--- config.mk ---
export PLATFORM = sky130hd
export DESIGN_NAME = spi_slave_shifter_flat
export DESIGN_NICKNAME = d
export VERILOG_FILES = /design/src/rtl/spi_slave_shifter_pkg.sv /design/src/rtl/spi_slave_shifter_if.sv /design/src/rtl/spi_slave_shifter_bit_counter.sv /design/src/rtl/spi_slave_shifter.sv /design/src/flat_wrapper.sv
export SDC_FILE = /design/constraint.sdc
export NUM_CORES = 1
export LEC_CHECK = 0
export ABC_AREA = 1
export CAP_MARGIN = 20
export CORE_UTILIZATION = 40
export CTS_BUF_LIST = sky130_fd_sc_hd__clkbuf_4 sky130_fd_sc_hd__clkbuf_8 sky130_fd_sc_hd__clkbuf_16
export DETAILED_ROUTE_END_ITERATION = 16
export PLACE_DENSITY = 0.78
export SYNTH_ARGS = -nofsm -noshare
export SYNTH_HDL_FRONTEND = slang
export SYNTH_SLANG_ARGS = --single-unit
--- constraint.sdc ---
create_clock -name clk -period 1.2 [get_ports clk]
set_input_delay 0.18 -clock clk [delete_from_list [all_inputs] [get_ports clk]]
set_output_delay 0.18 -clock clk [all_outputs]
set_load 0.02 [all_outputs]
--- src/rtl/spi_slave_shifter_pkg.sv ---
// Shared types and constants for the SPI mode-0 slave shifter.
// Optional build macro used by the datapath: SPI_LSB_FIRST_EN (LSB-first framing).
package spi_pkg;

   // Frame state: IDLE while chip select is high, ACTIVE while a frame runs.
   typedef enum logic {
      IDLE   = 1'b0,
      ACTIVE = 1'b1
   } spi_state_e;

   // Default word width.
   localparam int SPI_DATA_W_DEF = 8;

   // Widest word the idle-fill helper can describe.
   localparam int SPI_FILL_MAX_W = 64;

   // Word shifted out when no transmit data is offered: all ones in the
   // low 'width' bits. Callers truncate the result to their own width.
   function automatic logic [SPI_FILL_MAX_W-1:0] spi_idle_fill(input int width);
      if (width >= SPI_FILL_MAX_W)
         spi_idle_fill = '1;
      else
         spi_idle_fill = (64'd1 << width) - 64'd1;
   endfunction

endpackage

--- src/rtl/spi_slave_shifter_if.sv ---
// Bus bundle between the SPI slave shifter and its surroundings.
// The slave modport is the shifter's view; master is the SPI pins plus the
// downstream word interface as seen from outside.
interface spi_slave_shifter_if
   import spi_pkg::*;
#(
   parameter int DATA_W = SPI_DATA_W_DEF
);
   logic              cs_n;
   logic              sclk_posedge;
   logic              sclk_negedge;
   logic              mosi;
   logic              miso;
   logic              miso_oe;
   logic [DATA_W-1:0] tx_data;
   logic              tx_valid;
   logic              tx_ready;
   logic [DATA_W-1:0] rx_data;
   logic              rx_valid;
   logic              frame_abort;

   modport slave (
      input  cs_n, sclk_posedge, sclk_negedge, mosi, tx_data, tx_valid,
      output miso, miso_oe, tx_ready, rx_data, rx_valid, frame_abort
   );

   modport master (
      output cs_n, sclk_posedge, sclk_negedge, mosi, tx_data, tx_valid,
      input  miso, miso_oe, tx_ready, rx_data, rx_valid, frame_abort
   );

endinterface

--- src/rtl/spi_slave_shifter_bit_counter.sv ---
// Bit position counter for one SPI word: counts 0..DATA_W-1 and wraps.
// 'wrap' flags the enable that completes a word (combinational).
module spi_bit_counter
   import spi_pkg::*;
#(
   parameter int DATA_W = SPI_DATA_W_DEF,
   localparam int CNT_W = $clog2(DATA_W)
) (
   input  logic             clk,
   input  logic             rstn,
   input  logic             clr,
   input  logic             en,
   output logic [CNT_W-1:0] cnt,
   output logic             wrap
);

   localparam logic [CNT_W-1:0] LAST = CNT_W'(DATA_W - 1);

   assign wrap = en && (cnt == LAST);

   // Count received bits; clear wins over enable.
   always_ff @(posedge clk or negedge rstn) begin
      if (!rstn)
         cnt <= '0;
      else if (clr)
         cnt <= '0;
      else if (en)
         cnt <= (cnt == LAST) ? '0 : cnt + 1'b1;
   end

endmodule

--- src/rtl/spi_slave_shifter.sv ---
// SPI mode-0 slave datapath driven by single-cycle SCLK edge pulses in the
// clk domain. Receives MOSI words, transmits MISO words, frames on cs_n.
// Build macro SPI_LSB_FIRST_EN selects LSB-first order on both lines;
// without it words travel MSB-first.
module spi_slave_shifter
   import spi_pkg::*;
#(
   parameter int DATA_W = SPI_DATA_W_DEF,
   localparam int CNT_W = $clog2(DATA_W)
) (
   input logic                 clk,
   input logic                 rstn,
   spi_slave_shifter_if.slave  bus
);

   localparam logic [DATA_W-1:0] IDLE_FILL = DATA_W'(spi_idle_fill(DATA_W));

   spi_state_e        state_q, state_d;
   logic              word_done_q;
   logic [DATA_W-2:0] rx_shift_q;   // most recent DATA_W-1 bits; last bit completes the word
   logic [DATA_W-1:0] tx_shift_q;
   logic [DATA_W-1:0] rx_data_q;
   logic              rx_valid_q;
   logic              abort_q;

   logic              do_load;
   logic              do_shift_tx;
   logic              cnt_clr;
   logic              cnt_en;
   logic              cnt_wrap;
   logic              abort_d;
   logic [CNT_W-1:0]  bit_cnt;

   logic [DATA_W-1:0] rx_next;
   logic [DATA_W-1:0] tx_next;
   logic              tx_bit;

`ifdef SPI_LSB_FIRST_EN
   assign rx_next = {bus.mosi, rx_shift_q};
   assign tx_next = {1'b0, tx_shift_q[DATA_W-1:1]};
   assign tx_bit  = tx_shift_q[0];
`else
   assign rx_next = {rx_shift_q, bus.mosi};
   assign tx_next = {tx_shift_q[DATA_W-2:0], 1'b0};
   assign tx_bit  = tx_shift_q[DATA_W-1];
`endif

   spi_bit_counter #(.DATA_W(DATA_W)) u_bit_counter (
      .clk  (clk),
      .rstn (rstn),
      .clr  (cnt_clr),
      .en   (cnt_en),
      .cnt  (bit_cnt),
      .wrap (cnt_wrap)
   );

   // Next-state and per-cycle actions; cs_n beats SCLK, posedge beats negedge.
   always_comb begin
      state_d     = state_q;
      do_load     = 1'b0;
      do_shift_tx = 1'b0;
      cnt_clr     = 1'b0;
      cnt_en      = 1'b0;
      abort_d     = 1'b0;
      unique case (state_q)
         IDLE: begin
            if (!bus.cs_n) begin
               state_d = ACTIVE;
               do_load = 1'b1;
            end
         end
         ACTIVE: begin
            if (bus.cs_n) begin
               state_d = IDLE;
               cnt_clr = 1'b1;
               abort_d = (bit_cnt != '0);
            end else if (bus.sclk_posedge) begin
               cnt_en = 1'b1;
            end else if (bus.sclk_negedge) begin
               if (word_done_q)
                  do_load = 1'b1;
               else
                  do_shift_tx = 1'b1;
            end
         end
         default: state_d = IDLE;
      endcase
   end

   // Frame state, word-complete flag, received word and output pulses.
   always_ff @(posedge clk or negedge rstn) begin
      if (!rstn) begin
         state_q     <= IDLE;
         word_done_q <= 1'b0;
         rx_data_q   <= '0;
         rx_valid_q  <= 1'b0;
         abort_q     <= 1'b0;
      end else begin
         state_q    <= state_d;
         rx_valid_q <= cnt_wrap;
         abort_q    <= abort_d;
         if (cnt_clr || do_load)
            word_done_q <= 1'b0;
         else if (cnt_wrap)
            word_done_q <= 1'b1;
         if (cnt_wrap)
            rx_data_q <= rx_next;
      end
   end

   // Receive and transmit shift registers; a partial rx word is dropped on cs_n rise.
   always_ff @(posedge clk or negedge rstn) begin
      if (!rstn) begin
         rx_shift_q <= '0;
         tx_shift_q <= '0;
      end else begin
         if (cnt_clr)
            rx_shift_q <= '0;
         else if (cnt_en)
`ifdef SPI_LSB_FIRST_EN
            rx_shift_q <= rx_next[DATA_W-1:1];
`else
            rx_shift_q <= rx_next[DATA_W-2:0];
`endif
         if (do_load)
            tx_shift_q <= bus.tx_valid ? bus.tx_data : IDLE_FILL;
         else if (do_shift_tx)
            tx_shift_q <= tx_next;
      end
   end

   // tx_ready is combinational so the handshake completes on the loading edge.
   assign bus.tx_ready    = do_load && bus.tx_valid;
   assign bus.miso        = (state_q == ACTIVE) ? tx_bit : 1'b0;
   assign bus.miso_oe     = (state_q == ACTIVE);
   assign bus.rx_data     = rx_data_q;
   assign bus.rx_valid    = rx_valid_q;
   assign bus.frame_abort = abort_q;

endmodule
--- src/flat_wrapper.sv ---
// flat-port wrapper written by rule: the top's interface ports become plain ports
module spi_slave_shifter_flat import spi_pkg::*;
#(
   parameter int DATA_W = SPI_DATA_W_DEF,
   localparam int CNT_W = $clog2(DATA_W)
)
  (clk, rstn, bus_cs_n, bus_sclk_posedge, bus_sclk_negedge, bus_mosi, bus_tx_data, bus_tx_valid, bus_miso, bus_miso_oe, bus_tx_ready, bus_rx_data, bus_rx_valid, bus_frame_abort);
  spi_slave_shifter_if #(.DATA_W(DATA_W)) bus_i ();
  input logic clk;
  input logic rstn;
  input wire logic [$bits(bus_i.cs_n)-1:0] bus_cs_n;
  input wire logic [$bits(bus_i.sclk_posedge)-1:0] bus_sclk_posedge;
  input wire logic [$bits(bus_i.sclk_negedge)-1:0] bus_sclk_negedge;
  input wire logic [$bits(bus_i.mosi)-1:0] bus_mosi;
  input wire logic [$bits(bus_i.tx_data)-1:0] bus_tx_data;
  input wire logic [$bits(bus_i.tx_valid)-1:0] bus_tx_valid;
  output wire logic [$bits(bus_i.miso)-1:0] bus_miso;
  output wire logic [$bits(bus_i.miso_oe)-1:0] bus_miso_oe;
  output wire logic [$bits(bus_i.tx_ready)-1:0] bus_tx_ready;
  output wire logic [$bits(bus_i.rx_data)-1:0] bus_rx_data;
  output wire logic [$bits(bus_i.rx_valid)-1:0] bus_rx_valid;
  output wire logic [$bits(bus_i.frame_abort)-1:0] bus_frame_abort;
  assign bus_i.cs_n = bus_cs_n;
  assign bus_i.sclk_posedge = bus_sclk_posedge;
  assign bus_i.sclk_negedge = bus_sclk_negedge;
  assign bus_i.mosi = bus_mosi;
  assign bus_i.tx_data = bus_tx_data;
  assign bus_i.tx_valid = bus_tx_valid;
  assign bus_miso = bus_i.miso;
  assign bus_miso_oe = bus_i.miso_oe;
  assign bus_tx_ready = bus_i.tx_ready;
  assign bus_rx_data = bus_i.rx_data;
  assign bus_rx_valid = bus_i.rx_valid;
  assign bus_frame_abort = bus_i.frame_abort;
  spi_slave_shifter #(.DATA_W(DATA_W)) u_core (.clk(clk), .rstn(rstn), .bus(bus_i));
endmodule
==> Implementation_results.wiki, run 1 <==
{| class="wikitable"
! Metric !! Value
|-
| Crit-path max FO || 3
|-
| Power density over cell area || 1040 nW/um^2
|-
| Port buffer count || 27
|-
| Avg Cell Area, Syn || 9.50 sq um
|-
| Detailed Route WL || 3760 um
|-
| Leakage Power || 1.09 nW
|-
| Number of nets with antenna violations after detailed routing || 0
|-
| Overall power consumption || 2.42 mW
|-
| Height of the die || 62.1 um
|-
| Slew headroom || 86.0%
|-
| Depth of the worst register-to-register path || 8
|-
| Endpoint of the most critical register-to-register path || u_core.tx_shift_q[1]
|-
| Util after Layout || 68.5%
|-
| HPWL after DPL || 1920 um
|-
| Most frequent cells in the layout || 29 x dfrtp_1, 27 x inv_1, 22 x nand2_1, 14 x clkdlybuf4s50_1, 11 x buf_4
|-
| Post-synthesis cell area || 1440 sq um
|-
| Tightest hold margin || 0.197 ns
|-
| Warnings, synthesis || 0
|-
| DP Cell Count || 233
|-
| Data arrival time of the worst path || 1.27 ns
|-
| Final Worst Setup Slack || -0.250 ns
|-
| Final number of hold-violating endpoints || 0
|-
| Multi-input logic area || 800 sq um
|-
| Row Count || 21
|-
| First-pass DRT Iterations || 4
|-
| Type of the most critical hold path || in -> async
|-
| Synth-to-layout area growth || 60.7%
|-
| Sequential area share after synthesis || 52.0%
|-
| Share of post-route cells with drive strength above 1 || 50.7%
|-
| H-tree lvl count || 2
|-
| Count of different cell masters after synthesis || 22
|-
| Largest net degree at the start of global routing || 31
|-
| Crit path largest cell delay || 0.46 ns
|-
| Max frequency || 0.689 GHz
|-
| Wire length of the first global-routing pass || 5350 um
|-
| Top-level I/O count || 28
|-
| Crit path capture type || primary output
|-
| Core area || 3390 sq um
|-
| Crit share post-route || 121%
|-
| Sum Neg Setup Slack || -5.23 ns
|-
| Overflow left after global routing || 0
|-
| Detailed-route vias per instance || 4.89
|-
| Highest-delay cell along the critical path || dfrtp_2
|-
| Clk_skew || 0.00707 ns
|-
| Via total after detailed routing || 1,248
|-
| RePlAce Congestion || 0.757
|-
| Clock latency of the later-clocked register in the worst-skew pair || 0.33 ns
|-
| Non-filler instance count after layout || 255
|-
| Initial standard-cell utilization of the core || 42.6%
|-
| Aggregate global-route resource usage || 20.2%
|-
| Clock sink count || 30
|-
| Worst Path Required || 1.02 ns
|-
| Number of buffers added by the clock tree synthesis step || 5
|-
| Net count after synthesis || 170
|-
| Measured slew at the worst slew-check pin || 0.209 ns
|-
| Launch point of the worst reg-to-reg path || u_core.bus.miso_oe
|-
| Number of instances in the synthesized netlist || 152
|-
| Die footprint || 3850 sq um
|-
| Max IR drop VDD || 0.000726 V
|-
| Layout filler cell count || 232
|-
| Cell Chain, Critical Path || a21oi_4 -> nand2_2 -> nor2_4 -> buf_6
|-
| Result of the run || complete, but fails checks
|-
| Average wire per standard cell || 14.8 um
|-
| Worst setup path category || reg -> out
|-
| Final count of negative-setup-slack endpoints || 32
|-
| Max capacitance violation total || 0
|-
| Register area || 752 sq um
|-
| Number of flip-flops and latches in the synthesized netlist || 30
|-
| N_diodes || 0
|-
| Antenna violations before repair || 0
|-
| Startpoint type of the worst setup path || register
|-
| Clock-pin slew on the worst setup and hold paths || 0.10 ns
|-
| DRC violations left || 0
|-
| Max clock buf depth || 2
|-
| Reg2Reg Setup Slack || -0.23 ns
|-
| TritonCTS clock tree || yes
|-
| Final Max Slew Viols || 0
|-
| Fin nets || 226
|-
| Setup repair after global routing missed its margin || yes
|-
| Number of global-route vias before repair || 1,172
|-
| Horizontal extent of the die || 62.1 um
|-
| Final critical-path required period || 1.45 ns
|-
| Violations in the final reports || negative setup slack
|-
| Most common library cell in the layout ignoring fill and taps || dfrtp_1
|-
| Count of routing violations after the opening detailed-route iteration || 43
|-
| Buffer cell driving the clock tree root || clkbuf_4
|}
[state kept, by name, summed over array words and instances, names as in the netlist]
signal                    cells
u_core.u_bit_counter.cnt      3
u_core.bus.rx_data            8
u_core.bus.frame_abort        1
u_core.rx_shift_q             7
u_core.bus.miso_oe            1
u_core.bus.rx_valid           1
u_core.tx_shift_q             8
u_core.word_done_q            1
[metrics by stage]
| step | worst slack (ns) | area [sq um] |
|---|---|---|
| 2_1_floorplan | -0.0538 | 1480 |
| 3_3_place_gp | -0.555 | 1890 |
| 3_5_place_dp | -0.581 | 1890 |
| 4_1_cts | -0.240 | 2180 |
| 5_1_grt | -0.317 | 2320 |
| 6_report | -0.250 | 2320 |
[power by group]
part	leakage, nW	internal [mW]	switching (mW)	total, mW
Sequential	0.397	1.10	0.0650	1.17
Clock	0.0343	0.281	0.376	0.658
Combinational	0.663	0.271	0.322	0.593
Total	1.09	1.66	0.764	2.42
[metal layers]
layer	GRT usage (%)	part of all wire [%]	up-vias
li1	-	-	606
met1	25.8	45	607
met2	30.1	48	29
met3	7.66	4.9	6
met4	9.52	1.8	0
met5	0	0	-
[critical path, delay by kind of cell, from the launching register on]
family	cells	cell delay [ns]
AOI/OAI and AO/OA	1	0.17
buffers and inverters	1	0.12
DFF	1	0.46
and+or+nand+nor	2	0.19
[worst max path at each step]
stage	slack [ns]	startpoint	depth (start not counted)	end
5_1_grt	-0.32	u_core.bus.miso_oe	4	bus_tx_ready
3_3_place_gp	-0.56	bus_sclk_posedge	5	bus_tx_ready
6_report	-0.25	u_core.bus.miso_oe	4	bus_tx_ready
2_1_floorplan	-0.05	u_core.bus.miso_oe	4	bus_tx_ready
3_5_place_dp	-0.58	bus_sclk_posedge	5	bus_tx_ready
4_1_cts	-0.24	u_core.bus.miso_oe	4	bus_tx_ready
[cells by family (layout without fill, tap and decap cells)]
family	Yosys count	after routing	share of synthesized area, %
buffers and inverters	35	90	11.4
and+or+nand+nor	56	58	20.4
adders and majority gates	3	3	2.60
AOI/OAI and AO/OA	28	28	13.6
DFF	30	30	52.0
[cell usage after synthesis]
master    count  area [sq um]
nand2_4       2          22.5
nor2_1        2          7.51
clkbuf_1      1          3.75
nand3_2       1          10.0
nand2_1      35           131
dfrtp_1      30           751
buf_6         3          33.8
o31ai_1       1          7.51
a21oi_1       6          30.0
nand4_4       1          21.3
o21ai_1       2          10.0
inv_1        28           105
nand3_1       3          15.0
nand4_1       8          50.1
nand3_4       1          17.5
ha_1          3          37.5
o22ai_1       7          43.8
nand2_2       3          18.8
buf_8         1          15.0
a21oi_2       3          26.3
inv_2         2          7.51
o21ai_2       9          78.8
[area by class of cell]
cell class | count | share of cell area (%)
clock buffers | 6 | 2.21
clock inverters | 2 | 0.539
inverters | 30 | 4.85
multi-input cells | 89 | 34.4
flip-flops and latches | 30 | 32.4
well taps | 46 | 2.48
repair buffers | 52 | 23.1
[timing repair]
item | CTS | global route
endpoints found under the setup margin | 29 | 42
buffers inserted | 6 | 3
hold buffers | 0 | 0
pin swaps | 7 | 6
cloned | 3 | 2
resized for setup | 73 | 40
No activity file was read; power rests on OpenSTA's default activity.
==> inputs of run 2 (changes only) <==
--- a/config.mk
+++ b/config.mk
@@ -6,6 +6,7 @@
 export NUM_CORES = 1
 export LEC_CHECK = 0
 export ABC_AREA = 1
+export ABC_CLOCK_PERIOD_IN_PS = 1200
 export CAP_MARGIN = 20
 export CORE_UTILIZATION = 40
 export CTS_BUF_LIST = sky130_fd_sc_hd__clkbuf_4 sky130_fd_sc_hd__clkbuf_8 sky130_fd_sc_hd__clkbuf_16
@@ -14,3 +15,4 @@
 export SYNTH_ARGS = -nofsm -noshare
 export SYNTH_HDL_FRONTEND = slang
 export SYNTH_SLANG_ARGS = --single-unit
+export TNS_END_PERCENT = 50
==> Implementation_results.wiki, run 2 (synthesis results as in run 1) <==
{| class="wikitable"
! Metric !! Value
|-
| Aggregate global-route resource usage || 18.2%
|-
| Clk_skew || 0.0117 ns
|-
| Power density over cell area || 1050 nW/um^2
|-
| Via total after detailed routing || 1,224
|-
| Startpoint type of the worst setup path || register
|-
| Final critical-path required period || 1.43 ns
|-
| Placed inst area || 1890 sq um
|-
| Crit share post-route || 119%
|-
| Detailed-route vias per instance || 4.86
|-
| Synth-to-layout area growth || 55.7%
|-
| Result of the run || complete, but fails checks
|-
| Buffer cell driving the clock tree root || clkbuf_4
|-
| Final number of hold-violating endpoints || 0
|-
| H-tree lvl count || 2
|-
| Top-level I/O count || 28
|-
| HPWL after DPL || 1920 um
|-
| Post-route cell area || 2250 sq um
|-
| First-pass DRT Iterations || 4
|-
| Crit path largest cell delay || 0.45 ns
|-
| Count of buffer and inverter cells on the critical path || 1
|-
| Data arrival time of the worst path || 1.25 ns
|-
| Number of nets with antenna violations after detailed routing || 0
|-
| Worst Path Required || 1.02 ns
|-
| Antenna violations before repair || 0
|-
| Max capacitance violation total || 0
|-
| Final count of negative-setup-slack endpoints || 32
|-
| Top cell family by delay on the critical path || flip-flops
|-
| Worst setup path category || reg -> out
|-
| Highest-delay cell along the critical path || dfrtp_2
|-
| DRC violations left || 0
|-
| Fin nets || 223
|-
| Initial standard-cell utilization of the core || 42.6%
|-
| N_diodes || 0
|-
| Crit path capture type || primary output
|-
| RePlAce Congestion || 0.757
|-
| Clock-pin slew on the worst setup and hold paths || 0.10 ns
|-
| Horizontal extent of the die || 62.1 um
|-
| Final Max Slew Viols || 0
|-
| Clock latency of the later-clocked register in the worst-skew pair || 0.34 ns
|-
| Cell Chain, Critical Path || a21oi_4 -> nand2_2 -> nor2_4 -> buf_6
|-
| Util after Layout || 66.3%
|-
| Endpoint of the most critical register-to-register path || u_core.bus.rx_data[4]
|-
| Number of buffers inserted by hold repair at cts || 0
|-
| Overall power consumption || 2.35 mW
|-
| Measured slew at the worst slew-check pin || 0.218 ns
|-
| Max clock buf depth || 2
|-
| Depth of the worst register-to-register path || 7
|-
| Launch point of the worst reg-to-reg path || u_core.bus.miso_oe
|-
| Setup repair after global routing missed its margin || yes
|-
| Port buffer count || 27
|-
| Crit-path max FO || 3
|-
| Share of post-route cells with drive strength above 1 || 47.1%
|-
| Clock sink count || 30
|-
| Leakage Power || 1.07 nW
|-
| Height of the die || 62.1 um
|-
| Violations in the final reports || negative setup slack
|-
| Overflow left after global routing || 0
|-
| Max IR drop VDD || 0.000661 V
|-
| Detailed Route WL || 3440 um
|-
| Most frequent cells in the layout || 29 x dfrtp_1, 27 x inv_1, 23 x nand2_1, 14 x clkdlybuf4s50_1, 13 x nand2_4
|-
| Max frequency || 0.698 GHz
|-
| Reg2Reg Setup Slack || -0.20 ns
|-
| Die footprint || 3850 sq um
|-
| Wire length of the first global-routing pass || 4830 um
|-
| Most common library cell in the layout ignoring fill and taps || dfrtp_1
|-
| Number of buffers added by the clock tree synthesis step || 5
|-
| Type of the most critical hold path || in -> async
|-
| Count of routing violations after the opening detailed-route iteration || 33
|-
| Core area || 3390 sq um
|-
| TritonCTS clock tree || yes
|-
| Number of global-route vias before repair || 1,122
|-
| Average wire per standard cell || 13.7 um
|-
| Row Count || 21
|-
| Largest net degree at the start of global routing || 31
|-
| Final Worst Setup Slack || -0.233 ns
|-
| Slew headroom || 85.4%
|}
-- run 2: cell count changes in the layout (fill, tap and decap cells not counted), sizes merged --
cell  change
buf       -3
-- run 2: through the flow --
step | instances | hold slack [ns] | setup slack (ns) | setup TNS, ns
global placement | 233 | 0.462 | -0.555 | -6.82
CTS | 246 | 0.198 | -0.240 | -1.84
finish | 252 | 0.195 | -0.233 | -3.19
floorplan | 152 | -0.116 | -0.0538 | -0.0538
global route | 252 | 0.200 | -0.307 | -4.77
detailed placement | 233 | 0.466 | -0.581 | -7.68
-- run 2: layer usage --
layer / vias to the layer above / GRT usage, % / wire, um
met5: - / 0 / 0
met4: 0 / 8.57 / 63
met3: 7 / 7.66 / 193
met2: 27 / 27.5 / 1670
met1: 588 / 22.4 / 1510
li1: 602 / - / -
-- run 2: report_power, final --
group	internal [mW]	leakage, nW	switching (mW)
clock network	0.281	0.0343	0.370
registers	1.10	0.397	0.0621
logic	0.242	0.637	0.292
total	1.63	1.07	0.723
-- run 2: layout make-up --
class                           count  area, sq um
Inverter                           30          113
Fill cell                         237         1140
Multi-Input combinational cell     89          774
Tap cell                           46         57.6
Timing Repair Buffer               49          488
Clock inverter                      2         12.5
Clock buffer                        6         51.3
Sequential cell                    30          752
-- run 2: what timing repair did --
| item | in CTS | in global routing |
|---|---|---|
| gates cloned | 1 | 4 |
| buffers inserted | 4 | 2 |
| setup endpoints to repair | 29 | 41 |
| gates resized for setup | 61 | 43 |
| pin swaps | 5 | 7 |
-- run 2: worst max-delay path by stage --
stage | cells past startpoint | from | slack [ns] | endpoint
2_1_floorplan | 4 | u_core.bus.miso_oe | -0.05 | bus_tx_ready
3_3_place_gp | 5 | bus_sclk_posedge | -0.56 | bus_tx_ready
3_5_place_dp | 5 | bus_sclk_posedge | -0.58 | bus_tx_ready
4_1_cts | 4 | u_core.bus.miso_oe | -0.24 | bus_tx_ready
5_1_grt | 4 | u_core.bus.miso_oe | -0.31 | bus_tx_ready
6_report | 4 | u_core.bus.miso_oe | -0.23 | bus_tx_ready
-- run 2: worst reg2reg max path, cell delays in order, from the launching register on --
cell	delay, ns
dfrtp_2	0.43
buf_6	0.14
buf_6	0.13
buf_6	0.11
nand4_4	0.17
buf_12	0.21
nand2_4	0.05
o21ai_2	0.05
==> inputs of run 3 (changes only) <==
--- a/config.mk
+++ b/config.mk
@@ -8,6 +8,7 @@
 export ABC_AREA = 1
 export ABC_CLOCK_PERIOD_IN_PS = 1200
 export CAP_MARGIN = 20
+export CORE_MARGIN = 2
 export CORE_UTILIZATION = 40
 export CTS_BUF_LIST = sky130_fd_sc_hd__clkbuf_4 sky130_fd_sc_hd__clkbuf_8 sky130_fd_sc_hd__clkbuf_16
 export DETAILED_ROUTE_END_ITERATION = 16
@@ -15,4 +16,4 @@
 export SYNTH_ARGS = -nofsm -noshare
 export SYNTH_HDL_FRONTEND = slang
 export SYNTH_SLANG_ARGS = --single-unit
-export TNS_END_PERCENT = 50
+export TNS_END_PERCENT = 10
==> Implementation_results.wiki, run 3 (synthesis results as in run 1) <==
{| class="wikitable"
! Metric !! Value
|-
| Result of the run || complete, but fails checks
|-
| Violations in the final reports || negative setup slack
|-
| Buffer cell driving the clock tree root || clkbuf_4
|-
| RePlAce Congestion || 0.800
|-
| Logic gate share of total power || 20.2%
|-
| Top-level I/O count || 28
|-
| Antenna violations before repair || 0
|-
| TritonCTS clock tree || yes
|-
| Worst setup startpoint || u_core.bus.miso_oe
|-
| Clock latency of the later-clocked register in the worst-skew pair || 0.33 ns
|-
| Aggregate global-route resource usage || 15.7%
|-
| Clock share of power || 32.2%
|-
| Max IR drop VDD || 0.000783 V
|-
| Average wire per standard cell || 12.4 um
|-
| Int Power || 1.76 mW
|-
| Final number of hold-violating endpoints || 0
|-
| Crit path capture type || primary output
|-
| Number of global-route vias before repair || 1,105
|-
| Horizontal extent of the die || 64.1 um
|-
| Depth of the worst register-to-register path || 7
|-
| Max capacitance violation total || 0
|-
| Measured slew at the worst slew-check pin || 0.214 ns
|-
| Power density over cell area || 1170 nW/um^2
|-
| Leakage Power || 1.02 nW
|-
| Number of buffers added by the clock tree synthesis step || 5
|-
| Post-route cell area || 2080 sq um
|-
| Final count of negative-setup-slack endpoints || 31
|-
| Height of the die || 64.1 um
|-
| Slew headroom || 85.6%
|-
| Fin nets || 221
|-
| Max frequency || 0.705 GHz
|-
| Final Worst Setup Slack || -0.219 ns
|-
| Register share of total power || 47.6%
|-
| Number of nets with antenna violations after detailed routing || 0
|-
| Startpoint type of the worst setup path || register
|-
| Clk_skew || 0.00771 ns
|-
| Launch point of the worst reg-to-reg path || u_core.bus.miso_oe
|-
| Pre-CTS worst setup slack || -0.570 ns
|-
| Share of total power consumed by net switching || 27.6%
|-
| Cell Chain, Critical Path || a21oi_4 -> nand2_4 -> nor2_4 -> buf_6
|-
| Crit path largest cell delay || 0.46 ns
|-
| Overflow left after global routing || 0
|-
| Placed inst area || 1880 sq um
|-
| Crit-path max FO || 4
|-
| DRC violations left || 0
|-
| Worst setup path category || reg -> out
|-
| Clock sink count || 30
|-
| Via total after detailed routing || 1,185
|-
| Crit share post-route || 118%
|-
| HPWL after DPL || 1920 um
|-
| Wire length of the first global-routing pass || 4930 um
|-
| Most common library cell in the layout ignoring fill and taps || nand2_1
|-
| Type of the most critical hold path || in -> async
|-
| Highest-delay cell along the critical path || dfrtp_2
|-
| Share of post-route cells with drive strength above 1 || 36.3%
|-
| Clock-pin slew on the worst setup and hold paths || 0.10 ns
|-
| Detailed-route vias per instance || 4.74
|-
| Port buffer count || 27
|-
| Final Max Slew Viols || 0
|-
| Die footprint || 4110 sq um
|-
| N_diodes || 0
|-
| Row Count || 21
|-
| H-tree lvl count || 2
|-
| First-pass DRT Iterations || 4
|-
| Initial standard-cell utilization of the core || 42.6%
|-
| Largest net degree at the start of global routing || 30
|-
| Data arrival time of the worst path || 1.24 ns
|-
| Worst Path Required || 1.02 ns
|-
| Core area || 3390 sq um
|-
| Number of buffers inserted by hold repair at cts || 0
|-
| Most frequent cells in the layout || 34 x nand2_1, 29 x dfrtp_1, 28 x inv_1, 15 x buf_4, 14 x clkdlybuf4s50_1
|-
| Setup repair after global routing missed its margin || yes
|-
| Max clock buf depth || 2
|-
| Synth-to-layout area growth || 44.1%
|-
| Detailed Route WL || 3090 um
|-
| Count of routing violations after the opening detailed-route iteration || 107
|-
| Final critical-path required period || 1.42 ns
|-
| Sw power || 673 uW
|}
-- run 3: changes by cell type in the layout (fill, tap and decap cells not counted), moves of 2 or more --
cell,change
nand2_1,+11
clkdlybuf4s15_1,+2
a21oi_1,+3
buf_6,-4
clkbuf_2,+2
o22ai_2,-3
a21oi_2,-3
nand2_4,-11
clkbuf_16,-2
buf_4,+5
buf_2,-7
o22ai_1,+3
clkdlybuf4s15_2,+3
-- run 3: worst max-delay path, delay by kind of cell, from the launching register on --
kind	cells	cell delay, ns
simple gates	2	0.17
buf+inv	1	0.12
compound gates	1	0.17
flops	1	0.46
-- run 3: layout make-up --
cell class,instances,area (sq um)
flip-flops and latches,30,752
multi-input cells,88,622
fillers,284,1310
well taps,46,57.6
repair buffers,48,459
clock buffers,5,37.5
clock inverters,3,40.0
inverters,30,113
-- run 3: per-stage QoR --
stage	power (mW)	hold slack (ns)	std cells	util, %	setup TNS (ns)
after floorplan	1.43	-0.116	152	-	-0.391
after global placement	1.60	0.379	233	55.3	-6.47
after detailed placement	1.61	0.381	233	55.3	-7.14
after CTS	2.43	0.0211	245	59.5	-1.88
after global routing	2.58	0.0154	250	61.4	-4.14
final	2.43	0.0260	250	61.4	-2.42
-- run 3: routing by layer --
layer / global-route usage (%) / up-vias / part of all wire (%)
met4: 6.52 / 0 / 1.6
met2: 25.7 / 27 / 50
met3: 3.87 / 6 / 4.2
met5: 0 / - / 0
met1: 19.7 / 555 / 44
li1: - / 597 / -
-- run 3: power groups by stage --
stage	sequential (mW)	clock (mW)	combinational, mW
2_1_floorplan	1.18	0	0.245
3_3_place_gp	1.17	0	0.428
3_5_place_dp	1.18	0	0.436
4_1_cts	1.16	0.815	0.459
5_1_grt	1.17	0.863	0.551
6_report	1.16	0.784	0.492
-- run 3: worst paths after layout --
check,slack [ns],to
min in group clk,0.45,u_core.bus.rx_data[0]
max,-0.22,bus_tx_ready
min,0.03,u_core.tx_shift_q[6]
min reg2reg,0.49,u_core.tx_shift_q[0]
max in group asynchronous,0.77,u_core.bus.miso_oe
max reg2reg,-0.16,u_core.tx_shift_q[0]
-- run 3: what timing repair did --
action                                  in CTS  in global routing
gates resized for setup                     47                 14
endpoints found under the setup margin      31                 36
endpoints found under the hold margin        0                  0
buffers inserted                             4                  4
cloned                                       0                  1
pin swaps                                    3                  1
